===== config.mk =====
export PLATFORM = sky130hd
export DESIGN_NAME = memory_controller
export DESIGN_NICKNAME = d
export VERILOG_FILES = /design/src/rtl/memory_controller.sv
export SDC_FILE = /design/constraint.sdc
export NUM_CORES = 1
export LEC_CHECK = 0
export BUFFER_PORTS_ARGS = -buffer_cell sky130_fd_sc_hd__clkbuf_2
export CAP_MARGIN = 0
export CORE_MARGIN = 1.5
export CORE_UTILIZATION = 48
export DETAILED_ROUTE_END_ITERATION = 10
export PLACE_DENSITY = 0.8
export SKIP_LAST_GASP = 1
export SYNTH_ARGS = -nofsm -noshare
export SYNTH_HDL_FRONTEND = slang
export SYNTH_SLANG_ARGS = --single-unit

===== constraint.sdc =====
create_clock -name clk_i -period 2 [get_ports clk_i]
set_clock_uncertainty 0.1 [all_clocks]
set_input_delay 0.2 -clock clk_i [delete_from_list [all_inputs] [get_ports clk_i]]
set_output_delay 0.2 -clock clk_i [all_outputs]
set_load 0.05 [all_outputs]

===== src/rtl/memory_controller.sv =====
// Core-side memory access sequencer: takes fetch/load/store requests, drives the
// external memory bus until mem_ready_i, and hands formatted read data to the IR.
module memory_controller #(
  parameter int unsigned TIMEOUT = 15
) (
  input  logic        clk_i,
  input  logic        reset_i,
  input  logic        req_i,
  input  logic        we_i,
  input  logic        byte_i,
  input  logic [31:0] addr_i,
  input  logic [31:0] wdata_i,
  output logic        busy_o,
  output logic        done_o,
  output logic        abort_o,
  output logic        irload_o,
  output logic [31:0] rdata_o,
  output logic [31:0] mem_addr_o,
  output logic [31:0] mem_wdata_o,
  output logic [3:0]  mem_be_o,
  output logic        mem_rd_o,
  output logic        mem_wr_o,
  input  logic        mem_ready_i,
  input  logic [31:0] mem_rdata_i
);

  typedef enum logic [1:0] {IDLE, ACCESS, RESP, ABORT} state_e;

  localparam logic [7:0] LastWait = 8'(TIMEOUT - 1);

  state_e      state_q;
  logic        we_q;
  logic        byte_q;
  logic [1:0]  lane_q;
  logic [7:0]  wait_q;
  logic        busy_q;
  logic        done_q;
  logic        abort_q;
  logic        irload_q;
  logic [31:0] rdata_q;
  logic [31:0] mem_addr_q;
  logic [31:0] mem_wdata_q;
  logic [3:0]  mem_be_q;
  logic        mem_rd_q;
  logic        mem_wr_q;

  logic [3:0]  mem_be_d;
  logic [31:0] mem_wdata_d;
  logic [31:0] rdata_d;
  logic [31:0] rot_word;
  logic [7:0]  lane_byte;

  // Bus lane setup comes straight from the request; read formatting uses the latched lane.
  always_comb begin
    mem_be_d    = byte_i ? (4'b0001 << addr_i[1:0]) : 4'b1111;
    mem_wdata_d = byte_i ? {4{wdata_i[7:0]}} : wdata_i;
    rot_word    = mem_rdata_i;
    lane_byte   = mem_rdata_i[7:0];
    case (lane_q)
      2'd1: begin
        rot_word  = {mem_rdata_i[7:0], mem_rdata_i[31:8]};
        lane_byte = mem_rdata_i[15:8];
      end
      2'd2: begin
        rot_word  = {mem_rdata_i[15:0], mem_rdata_i[31:16]};
        lane_byte = mem_rdata_i[23:16];
      end
      2'd3: begin
        rot_word  = {mem_rdata_i[23:0], mem_rdata_i[31:24]};
        lane_byte = mem_rdata_i[31:24];
      end
      default: begin
        rot_word  = mem_rdata_i;
        lane_byte = mem_rdata_i[7:0];
      end
    endcase
    rdata_d = byte_q ? {24'h000000, lane_byte} : rot_word;
  end

  always_ff @(posedge clk_i) begin
    if (reset_i) begin
      state_q     <= IDLE;
      we_q        <= 1'b0;
      byte_q      <= 1'b0;
      lane_q      <= 2'd0;
      wait_q      <= 8'd0;
      busy_q      <= 1'b0;
      done_q      <= 1'b0;
      abort_q     <= 1'b0;
      irload_q    <= 1'b0;
      rdata_q     <= 32'h0;
      mem_addr_q  <= 32'h0;
      mem_wdata_q <= 32'h0;
      mem_be_q    <= 4'h0;
      mem_rd_q    <= 1'b0;
      mem_wr_q    <= 1'b0;
    end else begin
      done_q   <= 1'b0;
      abort_q  <= 1'b0;
      irload_q <= 1'b0;
      case (state_q)
        IDLE: begin
          if (req_i) begin
            state_q     <= ACCESS;
            busy_q      <= 1'b1;
            we_q        <= we_i;
            byte_q      <= byte_i;
            lane_q      <= addr_i[1:0];
            wait_q      <= 8'd0;
            mem_addr_q  <= {addr_i[31:2], 2'b00};
            mem_be_q    <= mem_be_d;
            mem_wdata_q <= mem_wdata_d;
            mem_rd_q    <= !we_i;
            mem_wr_q    <= we_i;
          end
        end
        ACCESS: begin
          // A ready response in the last allowed cycle still wins over the timeout.
          if (mem_ready_i) begin
            state_q  <= RESP;
            done_q   <= 1'b1;
            irload_q <= !we_q;
            if (!we_q) begin
              rdata_q <= rdata_d;
            end
          end else if (wait_q == LastWait) begin
            state_q <= ABORT;
            abort_q <= 1'b1;
          end else begin
            wait_q <= wait_q + 8'd1;
          end
          if (mem_ready_i || (wait_q == LastWait)) begin
            mem_addr_q  <= 32'h0;
            mem_wdata_q <= 32'h0;
            mem_be_q    <= 4'h0;
            mem_rd_q    <= 1'b0;
            mem_wr_q    <= 1'b0;
          end
        end
        RESP, ABORT: begin
          state_q <= IDLE;
          busy_q  <= 1'b0;
        end
        default: begin
          state_q <= IDLE;
          busy_q  <= 1'b0;
        end
      endcase
    end
  end

  assign busy_o      = busy_q;
  assign done_o      = done_q;
  assign abort_o     = abort_q;
  assign irload_o    = irload_q;
  assign rdata_o     = rdata_q;
  assign mem_addr_o  = mem_addr_q;
  assign mem_wdata_o = mem_wdata_q;
  assign mem_be_o    = mem_be_q;
  assign mem_rd_o    = mem_rd_q;
  assign mem_wr_o    = mem_wr_q;

endmodule


# Word-level counts from Yosys, hierarchy flattened
# Cells that the tools add are included.
dict set report classes {
  n_bitwise 3
  order_cmp 0
  n_shift 1
  n_eq_ne 12
  n_reduce_logical 16
  div 0
  mul 0
  n_mux 30
  add_sub_neg 1
}
# cell count
set ops {}
lappend ops {{$mux 32} 5}
lappend ops {{$pmux 32 s2} 2}
lappend ops {{$pmux 32 s3} 1}
lappend ops {{$mux 8} 3}
lappend ops {{$pmux 8 s3} 1}
lappend ops {{$pmux 8 s2} 1}
lappend ops {{$mux 4} 3}
lappend ops {{$add 8x1->8 const B} 1}
lappend ops {{$eq 2x2->1 const B} 4}
lappend ops {{$eq 8x4->1 const B} 1}
lappend ops {{$ne 2x2->1 const B} 4}
lappend ops {{$pmux 4 s2} 1}
lappend ops {{$mux 1} 6}
lappend ops {{$mux 2} 3}
lappend ops {{$pmux 1 s2} 3}
lappend ops {{$pmux 2 s3} 1}
lappend ops {{$reduce_and 2->1} 3}
lappend ops {{$reduce_and 3->1} 2}
lappend ops {{$reduce_or 3->1} 2}
lappend ops {{$eq 2x1->1 const B} 2}
lappend ops {{$reduce_and 4->1} 1}
lappend ops {{$reduce_bool 2->1} 2}
lappend ops {{$reduce_or 2->1} 2}
lappend ops {{$shl 1x2->4 const A} 1}
lappend ops {{other kinds (5)} 8}
dict set report totals {
  mem_count 0
  latchBits 0
  mem_bits_rw 0
  output_inout_bits 106
  elab_cells 78
  mem_bits_ro 0
  reg_bits 120
}

# Longest topological paths before layout
dict set report logic_depth {
  depth_word 4
  ltp_mapped 8
}

# Worst setup path before layout
# No wires, ideal clock.
dict set report synth_path {
  kind {reg-to-reg}
  start {reg state_q[1]}
  end {reg rdata_q[22], in the netlist rdata_o[22]}
  t_required_ps 1783
  path_slack_ps 240
  stages_incl_launch_ff 7
  arrival_ps 1543
  path_cell_list {dfxtp_1 nand2b_1 buf_6 nor3b_2 nor2_1 buf_2 a22o_2}
}
dict set report synth_between {
  elab_chain_cells 2
}
# item line
set synth_lines {}
lappend synth_lines {{from (decl)} 31} ;# state_e state_q;
lappend synth_lines {{from (signal assigned)} 82} ;# state_q <= IDLE;
lappend synth_lines {{from (signal assigned)} 104} ;# state_q <= ACCESS;
lappend synth_lines {{from (signal assigned)} 120} ;# state_q <= RESP;
lappend synth_lines {{$eq 2x1->1} 101} ;# case (state_q)
lappend synth_lines {{$reduce_and 3->1 (no line)} -}
lappend synth_lines {{to (signal assigned)} 124} ;# rdata_q <= rdata_d;
lappend synth_lines {{to (decl)} 40} ;# logic [31:0] rdata_q;
# Every way passes these cells.
# A chain may end at the register's enable or synchronous reset.

# Worst setup path in the final report
dict set report layout_path {
  start {reg wait_q[4]}
  end {reg mem_be_q[3], in the netlist mem_be_o[3]}
}
dict set report layout_between {
  elab_chain_cells 4
}
# item line
set layout_lines {}
lappend layout_lines {{from (decl)} 35} ;# logic [7:0] wait_q;
lappend layout_lines {{from (signal assigned)} 130} ;# wait_q <= wait_q + 8'd1;
lappend layout_lines {{$eq 8x4->1} 132} ;# if (mem_ready_i || (wait_q == LastWait)) begin
lappend layout_lines {{$logic_or 1x1->1} 132}
lappend layout_lines {{$ne 2x2->1 (no line)} -}
lappend layout_lines {{$reduce_and 3->1 (no line)} -}
lappend layout_lines {{to (signal assigned)} 111} ;# mem_be_q <= mem_be_d;
lappend layout_lines {{to (decl)} 43} ;# logic [3:0] mem_be_q;
# Every way passes these cells.

==> results by group <==
Routing
  • Routed wire length: 17.0 mm
  • Final ANT Viol Nets: 0
  • Initial DRT Pass Iterations: 6
  • Max layer used: met4
  • Vias/cell: 5.74
  • Routed met1 length: 6.52 mm
  • Routed length on met3: 1.26 mm
  • DRC Markers: 0
  • DRT iter0 DRCs: 273
  • Metal2 WL: 8.47 mm
  • Via count: 5026
  • Avg WL per Cell: 19.4 um

Timing
  • Rel. slew slack: 0.557
  • Max-slew violation count: 0
  • Final worst-path cycle share: 0.953
  • Least-Margin Pin Slew: 0.648 ns
  • Fin. Hold Viols: 0
  • Max frequency: 0.525 GHz
  • Setup TNS: 0 ns
  • Final setup vio count: 0
  • Unrepaired setup endpoints after global routing: no
  • Final Critical Period: 1.91 ns

Die
  • Cell Rows: 36
  • Die Ht: 104 um
  • Die footprint: 10700 sq um
  • Die width: 104 um
  • Num ports: 208
  • Initial Utilization: 0.497
  • Area of the core: 9770 sq um

Setup path
  • Crit end category: flop
  • Reg2reg path depth: 5
  • Kind of critical path: reg -> reg
  • CP Max Fanout: 68
  • Worst path required time: 2.29 ns
  • CP startpoint kind: flop
  • CP arrival: 2.20 ns

Clock tree
  • # Post-CTS Setup Buffers: 0
  • Max Buffers Root-to-Sink: 2
  • TritonCTS clock tree: built
  • Clk_lat worst skew: 0.50 ns
  • Root buffer cell: clkbuf_8
  • CTS H-tree lvls: 4
  • Num CTS Buffers: 17
  • CTS Sinks: 118
  • Clock-pin slew on the worst setup and hold paths: 0.06 ns

Finish
  • Final layout net count: 834
  • Share of layout cells above drive strength 1: 0.379
  • Final Core Density: 0.760
  • Most frequent cells in the layout: 205 x clkbuf_2, 115 x dfxtp_1, 76 x dlygate4sd3_1, 66 x mux2i_1, 49 x a22o_1
  • Design Area, Final: 7430 sq um
  • Commonest non-fill, non-tap cell in the layout: clkbuf_2
  • Area delta synth->final: 53.1%

Status
  • Status: finished clean

Hold path
  • Worst Hold Class: in -> reg
  • Hold depth: 4

Pwr
  • Leakage: 3.29 nW
  • Tot Pwr: 6.97 mW
  • Pwr dens: 938 nW/um^2
  • Max VDD drop: 0.617 mV

Place
  • GP Congestion: 0.800
  • Post-DP Area: 6070 sq um
  • # port buffers: 205
  • Post-DP HPWL: 9.23 mm

Synth
  • EDFF count, synth: 0
  • Sequential area share after synthesis: 0.487
  • Syn avg cell area: 10.7 sq um
  • Cell Area, Synth: 4850 sq um
  • Async SR Flop Fraction: 0
  • Top_reg_cell synth: dfxtp_1
  • YS warnings: 0
  • Cells after Synth: 453
  • Post-synth cell types: 39
  • Number of synthesized register bits: 118

Global route
  • Vias in the first global route: 5019
  • Largest net degree at the start of global routing: 69
  • Initial antenna violation count: 0
  • Gr ovfl total: 0
  • Gr usage total: 0.307
  • Global-route wire length before repair: 26.1 mm

Flow run
  • Maxcap violations: 0
-- cell families (layout without fill, tap and decap cells) --
group                      count (synthesis)  in the layout  synth area share
AOI/OAI and AO/OA                        144            144             0.232
xor gates and xnor gates                   1              1           0.00180
buffers and inverters                     44            332            0.0438
adders and majority gates                  2              2           0.00515
muxes                                     74             74             0.155
other                                      1              3          0.000772
and+or+nand+nor                           69             69            0.0747
DFF                                      118            118             0.487
-- where the power goes --
part / switching [mW] / internal (mW) / total (mW)
Sequential: 0.0966 / 2.48 / 2.58
Clock: 1.09 / 1.95 / 3.05
Combinational: 0.868 / 0.478 / 1.35
Total: 2.06 / 4.92 / 6.97
-- registers in the layout (all words and copies together), names as in the netlist, 2 cells and up --
register	flops
mem_wdata_o	32
rdata_o	32
mem_addr_o	30
wait_q	8
mem_be_o	4
lane_q	2
state_q	2
-- cell usage after synthesis, drive strengths merged (2+ instances only) --
library cell / instances / area, sq um
clkbuf: 20 / 75.1
or4: 4 / 31.3
mux2i: 66 / 661
o31ai: 3 / 22.5
a22o: 59 / 529
ha: 2 / 25.0
nand2: 24 / 90.1
mux2: 8 / 90.1
nor3b: 4 / 40.0
nor2: 16 / 60.1
nand3: 3 / 15.0
dfxtp: 118 / 2360
nor3: 6 / 41.3
o211ai: 9 / 67.6
nand2b: 4 / 25.0
o21ai: 10 / 50.1
buf: 20 / 123
or3: 5 / 31.3
a21oi: 23 / 115
o2bb2ai: 33 / 289
a21boi: 2 / 15.0
inv: 4 / 15.0
-- per-layer routing --
| layer | global-route usage | vias to the layer above |
|---|---|---|
| met4 | 0.161 | 0 |
| met1 | 0.342 | 2391 |
| li1 | - | 2261 |
| met2 | 0.531 | 303 |
| met3 | 0.0875 | 71 |
| met5 | 0 | - |
-- worst max-delay path: stages, from the launching register on --
cell,delay (ns)
dfxtp_1,0.33
or3_1,0.44
o21bai_1,0.31
a21oi_4,0.11
buf_12,0.22
a22o_1,0.26
-- stage by stage --
step                cells  hold slack (ns)  setup slack, ns
floorplan             454            0.177            0.240
global placement      768            0.316            0.256
detailed placement    768            0.324            0.204
CTS                   875           0.0333            0.138
global route          875           0.0694          0.00588
finish                876           0.0519           0.0937
-- worst paths after layout --
check	startpoint	to	slack (ns)
setup / recovery	wait_q[4]	mem_be_o[3]	0.09
hold / removal	mem_rdata_i[5]	rdata_o[13]	0.05
setup reg to reg	wait_q[4]	mem_be_o[3]	0.09
hold reg to reg	rdata_o[1]	rdata_o[1]	0.37
-- cell type report --
type                            instances  area [sq um]
Sequential cell                       118          2370
Fill cell                             598          2340
Multi-Input combinational cell        292          2300
Timing Repair Buffer                  297          1980
Clock buffer                           19           442
Tap cell                              133           166
Clock inverter                         12           153
Inverter                                4          15.0
Antenna cell                            1          2.50
-- repair_timing --
action | in CTS | in global routing
setup endpoints to repair | 0 | 2
hold buffers | 76 | 0
hold endpoints to repair | 70 | 0
gates resized for setup | 0 | 2
(Power assumes the default switching activity.)
